===== config.mk =====
export PLATFORM = sky130hd
export DESIGN_NAME = cover_toggle_collector
export DESIGN_NICKNAME = d
export VERILOG_FILES = /design/src/rtl/cover_pkg.sv /design/src/rtl/cover_idx_fifo.sv /design/src/rtl/cover_toggle_collector.sv
export SDC_FILE = /design/constraint.sdc
export NUM_CORES = 1
export LEC_CHECK = 0
export CAP_MARGIN = 15
export CORE_ASPECT_RATIO = 1.5
export CORE_MARGIN = 5
export CORE_UTILIZATION = 50
export CTS_CLUSTER_SIZE = 14
export DETAILED_ROUTE_END_ITERATION = 7
export GPL_TIMING_DRIVEN = 0
export PLACE_DENSITY = 0.7
export SLEW_MARGIN = 30
export SYNTH_ARGS = -nofsm -noshare
export SYNTH_HDL_FRONTEND = slang
export SYNTH_HIERARCHICAL = 1
export SYNTH_SLANG_ARGS = --single-unit

===== constraint.sdc =====
create_clock -name clock -period 10.21 [get_ports clock]
set_clock_uncertainty 0.15 [all_clocks]
set_input_delay 2.042 -clock clock [delete_from_list [all_inputs] [get_ports clock]]
set_output_delay 2.042 -clock clock [all_outputs]
set_load 0.01 [all_outputs]

===== src/rtl/cover_pkg.sv =====
// Shared types and helpers for the toggle-coverage collector.
// Vector helpers work on a 64-bit view; callers zero-extend.
package cover_pkg;

  localparam int IDX_W = 64;
  localparam int COVER_TOTAL = 28338;
  localparam int VEC_W = 64;

  typedef logic [IDX_W-1:0] cover_idx_t;

  function automatic logic [VEC_W-1:0] lowest_one_hot(
    input logic [VEC_W-1:0] v
  );
    return v & (~v + 64'd1);
  endfunction

  function automatic logic [6:0] popcount(
    input logic [VEC_W-1:0] v
  );
    logic [6:0] n;
    n = '0;
    for (int i = 0; i < VEC_W; i++)
      n = n + {6'd0, v[i]};
    return n;
  endfunction

endpackage


===== src/rtl/cover_idx_fifo.sv =====
// Small first-word-fall-through FIFO for emitted cover indices.
// Push while full is accepted only alongside a pop; empty pops are no-ops.
module cover_idx_fifo
  import cover_pkg::*;
#(
  parameter int DEPTH = 4,
  parameter int W     = 64
) (
  input  logic         clock,
  input  logic         flush,
  input  logic         push,
  input  logic [W-1:0] data_in,
  output logic         full,
  input  logic         pop,
  output logic [W-1:0] data_out,
  output logic         empty
);

  localparam int AW = $clog2(DEPTH);

  logic [W-1:0] mem [DEPTH];
  logic [AW:0]  wr_ptr;
  logic [AW:0]  rd_ptr;
  logic         do_pop;
  logic         do_push;

  assign empty = (wr_ptr == rd_ptr);
  assign full  = (wr_ptr[AW] != rd_ptr[AW]) &&
                 (wr_ptr[AW-1:0] == rd_ptr[AW-1:0]);
  assign do_pop  = pop && !empty;
  assign do_push = push && (!full || do_pop);
  assign data_out = empty ? '0 : mem[rd_ptr[AW-1:0]];

  // Pointer update; flush empties the queue without touching storage.
  always_ff @(posedge clock) begin
    if (flush) begin
      wr_ptr <= '0;
      rd_ptr <= '0;
    end else begin
      if (do_push) wr_ptr <= wr_ptr + 1'b1;
      if (do_pop)  rd_ptr <= rd_ptr + 1'b1;
    end
  end

  // Storage write, no reset needed since empty masks the read.
  always_ff @(posedge clock) begin
    if (do_push && !flush)
      mem[wr_ptr[AW-1:0]] <= data_in;
  end

endmodule


===== src/rtl/cover_toggle_collector.sv =====
// Hardware sink for a toggle-coverage group: sticky bitmap, hit
// counter and a once-only stream of newly covered global indices.
module cover_toggle_collector
  import cover_pkg::*;
#(
  parameter int              WIDTH       = 11,
  parameter longint unsigned COVER_INDEX = 0,
  parameter int              COVER_TOTAL = 28338,
  parameter int              FIFO_DEPTH  = 4,
  parameter int              IDX_W       = 64
) (
  input  logic                       clock,
  input  logic                       reset,
  input  logic [WIDTH-1:0]           valid,
  input  logic                       clear,
  output logic                       out_valid,
  input  logic                       out_ready,
  output logic [IDX_W-1:0]           out_index,
  output logic [$clog2(WIDTH+1)-1:0] hit_count,
  output logic                       all_covered
);

  localparam int CW = $clog2(WIDTH+1);

  logic [WIDTH-1:0] hit;
  logic [WIDTH-1:0] pending;
  logic [WIDTH-1:0] new_bits;
  logic [WIDTH-1:0] grant;
  logic [63:0]      new_ext;
  logic [63:0]      pend_ext;
  logic [63:0]      gr_ext;
  logic [6:0]       pos;
  logic             fifo_full;
  logic             fifo_empty;
  logic             pop;
  logic             can_push;
  logic             push;
  logic             wipe;
  logic [IDX_W-1:0] push_idx;

  assign wipe      = reset || clear;
  assign new_bits  = valid & ~hit;
  assign out_valid = !fifo_empty;
  assign pop       = out_valid && out_ready;
  assign can_push  = !fifo_full || pop;
  assign push      = |grant;

  // Lowest pending bit wins a FIFO slot when one is free this cycle.
  always_comb begin
    new_ext  = '0;
    pend_ext = '0;
    new_ext[WIDTH-1:0]  = new_bits;
    pend_ext[WIDTH-1:0] = pending;
    gr_ext = lowest_one_hot(pend_ext);
    grant  = can_push ? gr_ext[WIDTH-1:0] : '0;
    pos    = '0;
    for (int i = 0; i < WIDTH; i++)
      if (grant[i]) pos = 7'(i);
    push_idx = IDX_W'(COVER_INDEX) + IDX_W'(pos);
  end

  // Bitmap, pending set and counter; reset and clear both wipe them.
  always_ff @(posedge clock) begin
    if (wipe) begin
      hit         <= '0;
      pending     <= '0;
      hit_count   <= '0;
      all_covered <= 1'b0;
    end else begin
      hit         <= hit | valid;
      pending     <= (pending | new_bits) & ~grant;
      hit_count   <= hit_count + CW'(popcount(new_ext));
      all_covered <= &hit;
    end
  end

  cover_idx_fifo #(
    .DEPTH (FIFO_DEPTH),
    .W     (IDX_W)
  ) u_fifo (
    .clock    (clock),
    .flush    (wipe),
    .push     (push),
    .data_in  (push_idx),
    .full     (fifo_full),
    .pop      (pop),
    .data_out (out_index),
    .empty    (fifo_empty)
  );

endmodule


======== Word-level counts from Yosys, hierarchy flattened ========
Memories as Yosys holds them, arrays and structs flattened. A register that Yosys moved wholly into a read port is not among the register bits.
Index checks and enable logic that the tools add are counted.
operators by class
  $add $sub $neg .......................... 14
  eq/ne operators ......................... 3
  mux-type cells .......................... 16
  bitwise operators ....................... 8
  reductions and logical operators ........ 13
operator list
  operator               number
  $mux 64                1
  $mux 7                 9
  $and 11x11->11         3
  $not 11->11            3
  $add 4x1->4            7
  $or 11x11->11          2
  $add 11x1->11 const B  1
  $mux 11                1
  $reduce_and 11->1      1
  $reduce_or 11->1       1
  $add 3x1->3 const B    2
  $logic_and 1x1->1      5
  $add 3x1->4            1
  $add 4x4->4            1
  $mux 2                 2
  $add 2x1->3            1
  $eq 3x3->1             1
  $logic_not 1->1        3
  $logic_or 1x1->1       3
  $mux 1                 3
  $add 1x1->2            1
  $eq 2x2->1             1
  $ne 1x1->1             1
word-level totals
  flip-flop bits (word level) ............. 33
  memory bits (writable) .................. 28
  input port bits ......................... 15
  output and inout port bits .............. 70
  memories kept ........................... 1
memory list
  name        words  width  rd ports  clocked after Yosys merged registers in  write ports  line                  text
  u_fifo.mem  4      7      1         1                                        1            cover_idx_fifo.sv:21  logic [W-1:0] mem [DEPTH];

======== Longest topological paths before layout ========
  depth in word-level cells ............... 15
  gate-level depth with buffers ........... 11
  depth with buffers taken out ............ 11

======== Hierarchy ========
Netlist, hierarchy kept.
by module, submodules not included
  module                  instances  cells each  area an instance (µm²)
  cover_idx_fifo          1          463         10164.7
  cover_toggle_collector  1          151         1436.4

======== Worst setup path before layout ========
OpenSTA, ideal clock, no wires.
  path type ............................... input to register
  from .................................... in out_ready
  to ...................................... mem u_fifo/mem[0][0] in the netlist's numbering, enable pin
  arrival ................................. 7.264 ns
  data required time ...................... 9.495 ns
  setup slack ............................. 2.231 ns
  stages on the path ...................... 6
  path buffers ............................ 0
  cells stage by stage .................... or2b_2 clkinv_1 nor2_1 a31oi_1 inv_1 nor3_1
on the way
  cells in the longest elaborated chain, start to end .. 8
  elaborated cells between the ends (all ways) .. 10
  those cells by class .................... mux (3); reduce/logical (7)
ends and longest elaborated chain
  element                       line                          text
  start, declared               cover_toggle_collector.sv:17  input logic out_ready,
  $logic_and 1x1->1             cover_toggle_collector.sv:44  assign pop = out_valid && out_ready;
  named net pop                 cover_toggle_collector.sv:35  logic pop;
  $logic_or 1x1->1              cover_toggle_collector.sv:45  assign can_push = !fifo_full || pop;
  $mux 11                       cover_toggle_collector.sv:55  grant = can_push ? gr_ext[WIDTH-1:0] : '0;
  $reduce_or 11->1              cover_toggle_collector.sv:46  assign push = |grant;
  named net push                cover_toggle_collector.sv:37  logic push;
  $logic_and 1x1->1             cover_idx_fifo.sv:31          assign do_push = push && (!full || do_pop);
  $logic_and 1x1->1             cover_idx_fifo.sv:47          if (do_push && !flush)
  $mux 1                        cover_idx_fifo.sv:47
  $mux 1 (not written as such)  cover_idx_fifo.sv:48          mem[wr_ptr[AW-1:0]] <= data_in;
  end, declared                 cover_idx_fifo.sv:21
The timed path passes the listed nets, and every way through them passes these cells.

======== Final worst setup path ========
  from .................................... in valid[8]
  to ...................................... reg hit_count[2]
on the way
  cells in the longest elaborated chain, start to end .. 5
ends and longest elaborated chain
  element                   line                          text
  start, declared           cover_toggle_collector.sv:14  input logic [WIDTH-1:0] valid,
  $and 11x11->11            cover_toggle_collector.sv:42  assign new_bits = valid & ~hit;
  $add 4x1->4 (3 in a row)  cover_pkg.sv:23               n = n + {6'd0, v[i]};
  $add 4x4->4               cover_toggle_collector.sv:72  hit_count <= hit_count + CW'(popcount(new_ext));
  end signal, assigned      cover_toggle_collector.sv:72
  end, declared             cover_toggle_collector.sv:19  output logic [$clog2(WIDTH+1)-1:0] hit_count,
Every way passes these cells.
A chain may end at the register's enable or synchronous reset.

==> flow_metrics.tcl <==
set metrics [dict create \
    cts_resized 0 \
    gr-total-overflow 0 \
    routedWlPerCell_um 14.8 \
    peakVddDrop_uv 159 \
    hold_viol_final 0 \
    place_congestion 0.762 \
    cts_setup_buffers 0 \
    final.fill_count 1630 \
    track_usage 0.152 \
    async_flop_share 0 \
    drt_iter0_markers 270 \
    synth.avg_cell_area_um2 18.9 \
    syn-cell-area_um2 11600 \
    vias 5914 \
    period_needed_ns 5.43 \
    grt_start_max_net_pins 20 \
    cts_sinks 291 \
    holdCritPathClass "reg -> reg" \
    cp-end-kind "register" \
    crit_type "in -> reg" \
    power_leakage_nw 5.40 \
    timing.final.crit_share 0.532 \
    die_x_um 134 \
    met2_usage 0.286 \
    ys_seq_area_frac 0.723 \
    critPathRequiredTime_ns 10.45 \
    synth_cell_types 50 \
    multi_input_area_um2 3920 \
    powerDensity_nw_per_um2 176 \
    tightestPinTransition_ns 0.757 \
    instances_no_fill 1300 \
    cts-root-buf "clkbuf_16" \
    routed_wl_um 19200 \
    grt_use_met3 0.0250 \
    synth_warnings 6 \
    fin_total_pwr_mw 2.62 \
    area_delta_synth_final_pct 28.9 \
    drtAntennaViolNets 0 \
    rows 68 \
    grt_pass1_wl_um 31800 \
    first_global_vias 6298 \
    dr.pass1.iters 4 \
    io_pins 85 \
    finalMaxSlewViolations 0 \
    antenna_found_initial 0 \
    fmax_ghz 0.184 \
    numPortBuffers 84 \
    dieArea_um2 26400 \
    gr-usage-met1 0.182 \
    via_per_inst 4.55 \
    gr-max-usage-layer "met2" \
    cap_violations 0 \
    cts_buffers 27 \
    synthCells 614 \
    die_h_um 197 \
    ys_ff_latch 291 \
    finalInstanceArea_um2 14900 \
    initial_core_util 0.505 \
    regArea_um2 8390 \
    clk_pin_slew_ns 0.06 \
    setup_viol 0 \
    synth_edf_count 256 \
    drive_gt1_frac 0.164 \
    dp_hpwl_um 13800 \
    core_area_um2 23000 \
    slew_headroom 0.494 \
    setup_ws_ns 4.78 \
    htree_levels 1 \
    drcViolationCount 0 \
    insertion_delay_ns 0.51 \
    placed_area_um2 14100 \
    worstSetupStartpointType "input port" \
    dp.cells 1253 \
    ys.flop_type "edfxtp_1" \
    cts_tree "done" \
    hold_buffers 0 \
    critPathMaxFanout 2 \
    place_ws_ns 4.24 \
    most-common-layout-cells "edfxtp_1, conb_1, clkdlybuf4s50_1, nor2b_1, mux4_2" \
    n_antenna_cell 0 \
    final_common_cell "edfxtp_1" \
    status "finished, final reports clean" \
    rsz0062_at_grt "no" \
    clock_path_buffers 3 \
    nets 1036 \
    cp_data_arrival_time_ns 5.67 \
]
[per-stage QoR]
step / TNS [ns] / hold slack (ns) / util
6_report: 0 / 0.331 / 0.651
5_1_grt: 0 / 0.355 / 0.651
4_1_cts: 0 / 0.331 / 0.651
3_5_place_dp: 0 / 0.320 / 0.613
3_3_place_gp: -400.68 / 0.316 / 0.596
2_1_floorplan: 0 / 0.291 / -
[logic make-up (layout without fill, tap and decap cells)]
logic type | after synthesis | count (layout) | share of synthesized area
muxes | 70 | 70 | 0.130
and+or+nand+nor | 152 | 152 | 0.0769
AOI/OAI and AO/OA | 31 | 31 | 0.0206
other | 1 | 240 | 0.000323
DFF | 291 | 291 | 0.723
buffers and inverters | 44 | 211 | 0.0185
xor gates and xnor gates | 6 | 6 | 0.00572
adders and majority gates | 19 | 19 | 0.0250
[metal layers]
metal | wire length (um) | vias up
met5 | 0 | -
met4 | 310 | 0
met3 | 788 | 24
met2 | 10800 | 100
met1 | 7310 | 2855
li1 | - | 2935
[layout make-up]
class | instances | share of cell area
buffer | 24 | 0.00937
clock buffer | 37 | 0.0504
clock inverter | 10 | 0.00829
inverter | 20 | 0.00502
multi-input combinational | 518 | 0.262
sequential | 291 | 0.561
tap | 280 | 0.0234
timing repair buffer | 120 | 0.0803
[path summary, 6_finish.rpt]
path / start / endpoint / slack (ns) / depth (start not counted)
max: valid[8] / hit_count[2] / 4.78 / 12
max reg2reg: u_fifo/wr_ptr[1] / u_fifo/mem[1][30] / 6.16 / 15
min: hit[7] / hit[7] / 0.33 / 2
min reg2reg: hit[7] / hit[7] / 0.33 / 2
[worst max-delay path, stage by stage]
cell,delay [ns]
clkdlybuf4s50_1,0.49
nor2b_1,0.32
fa_1,0.46
inv_1,0.10
fa_1,0.40
fa_1,0.49
inv_1,0.05
fa_1,0.43
ha_1,0.24
fa_1,0.44
xnor2_1,0.16
nor2_1,0.05
[cells in the mapped netlist (5+ instances only)]
cell type / n / area share
clkbuf_1: 6 / 0.0019
nand2_1: 8 / 0.0026
buf_4: 10 / 0.0065
fa_1: 7 / 0.012
inv_1: 19 / 0.0061
a21oi_1: 5 / 0.0022
ha_1: 12 / 0.013
nor3_1: 6 / 0.0026
dfxtp_1: 35 / 0.060
edfxtp_1: 256 / 0.66
mux4_2: 64 / 0.12
nor2_1: 33 / 0.011
nor2b_1: 78 / 0.042
[state kept, by name, summed over array words and instances, names as in the netlist, named ones only]
name           count
all_covered        1
pending           11
u_fifo/wr_ptr      3
u_fifo/mem       256
hit_count          4
u_fifo/rd_ptr      3
hit               11
[power breakdown]
group          internal [mW]  switching, mW
sequential              1.33         0.0139
combinational          0.148          0.145
clock                  0.588          0.397
total                   2.07          0.555
Note: power is estimated with default switching activity, not from simulation.
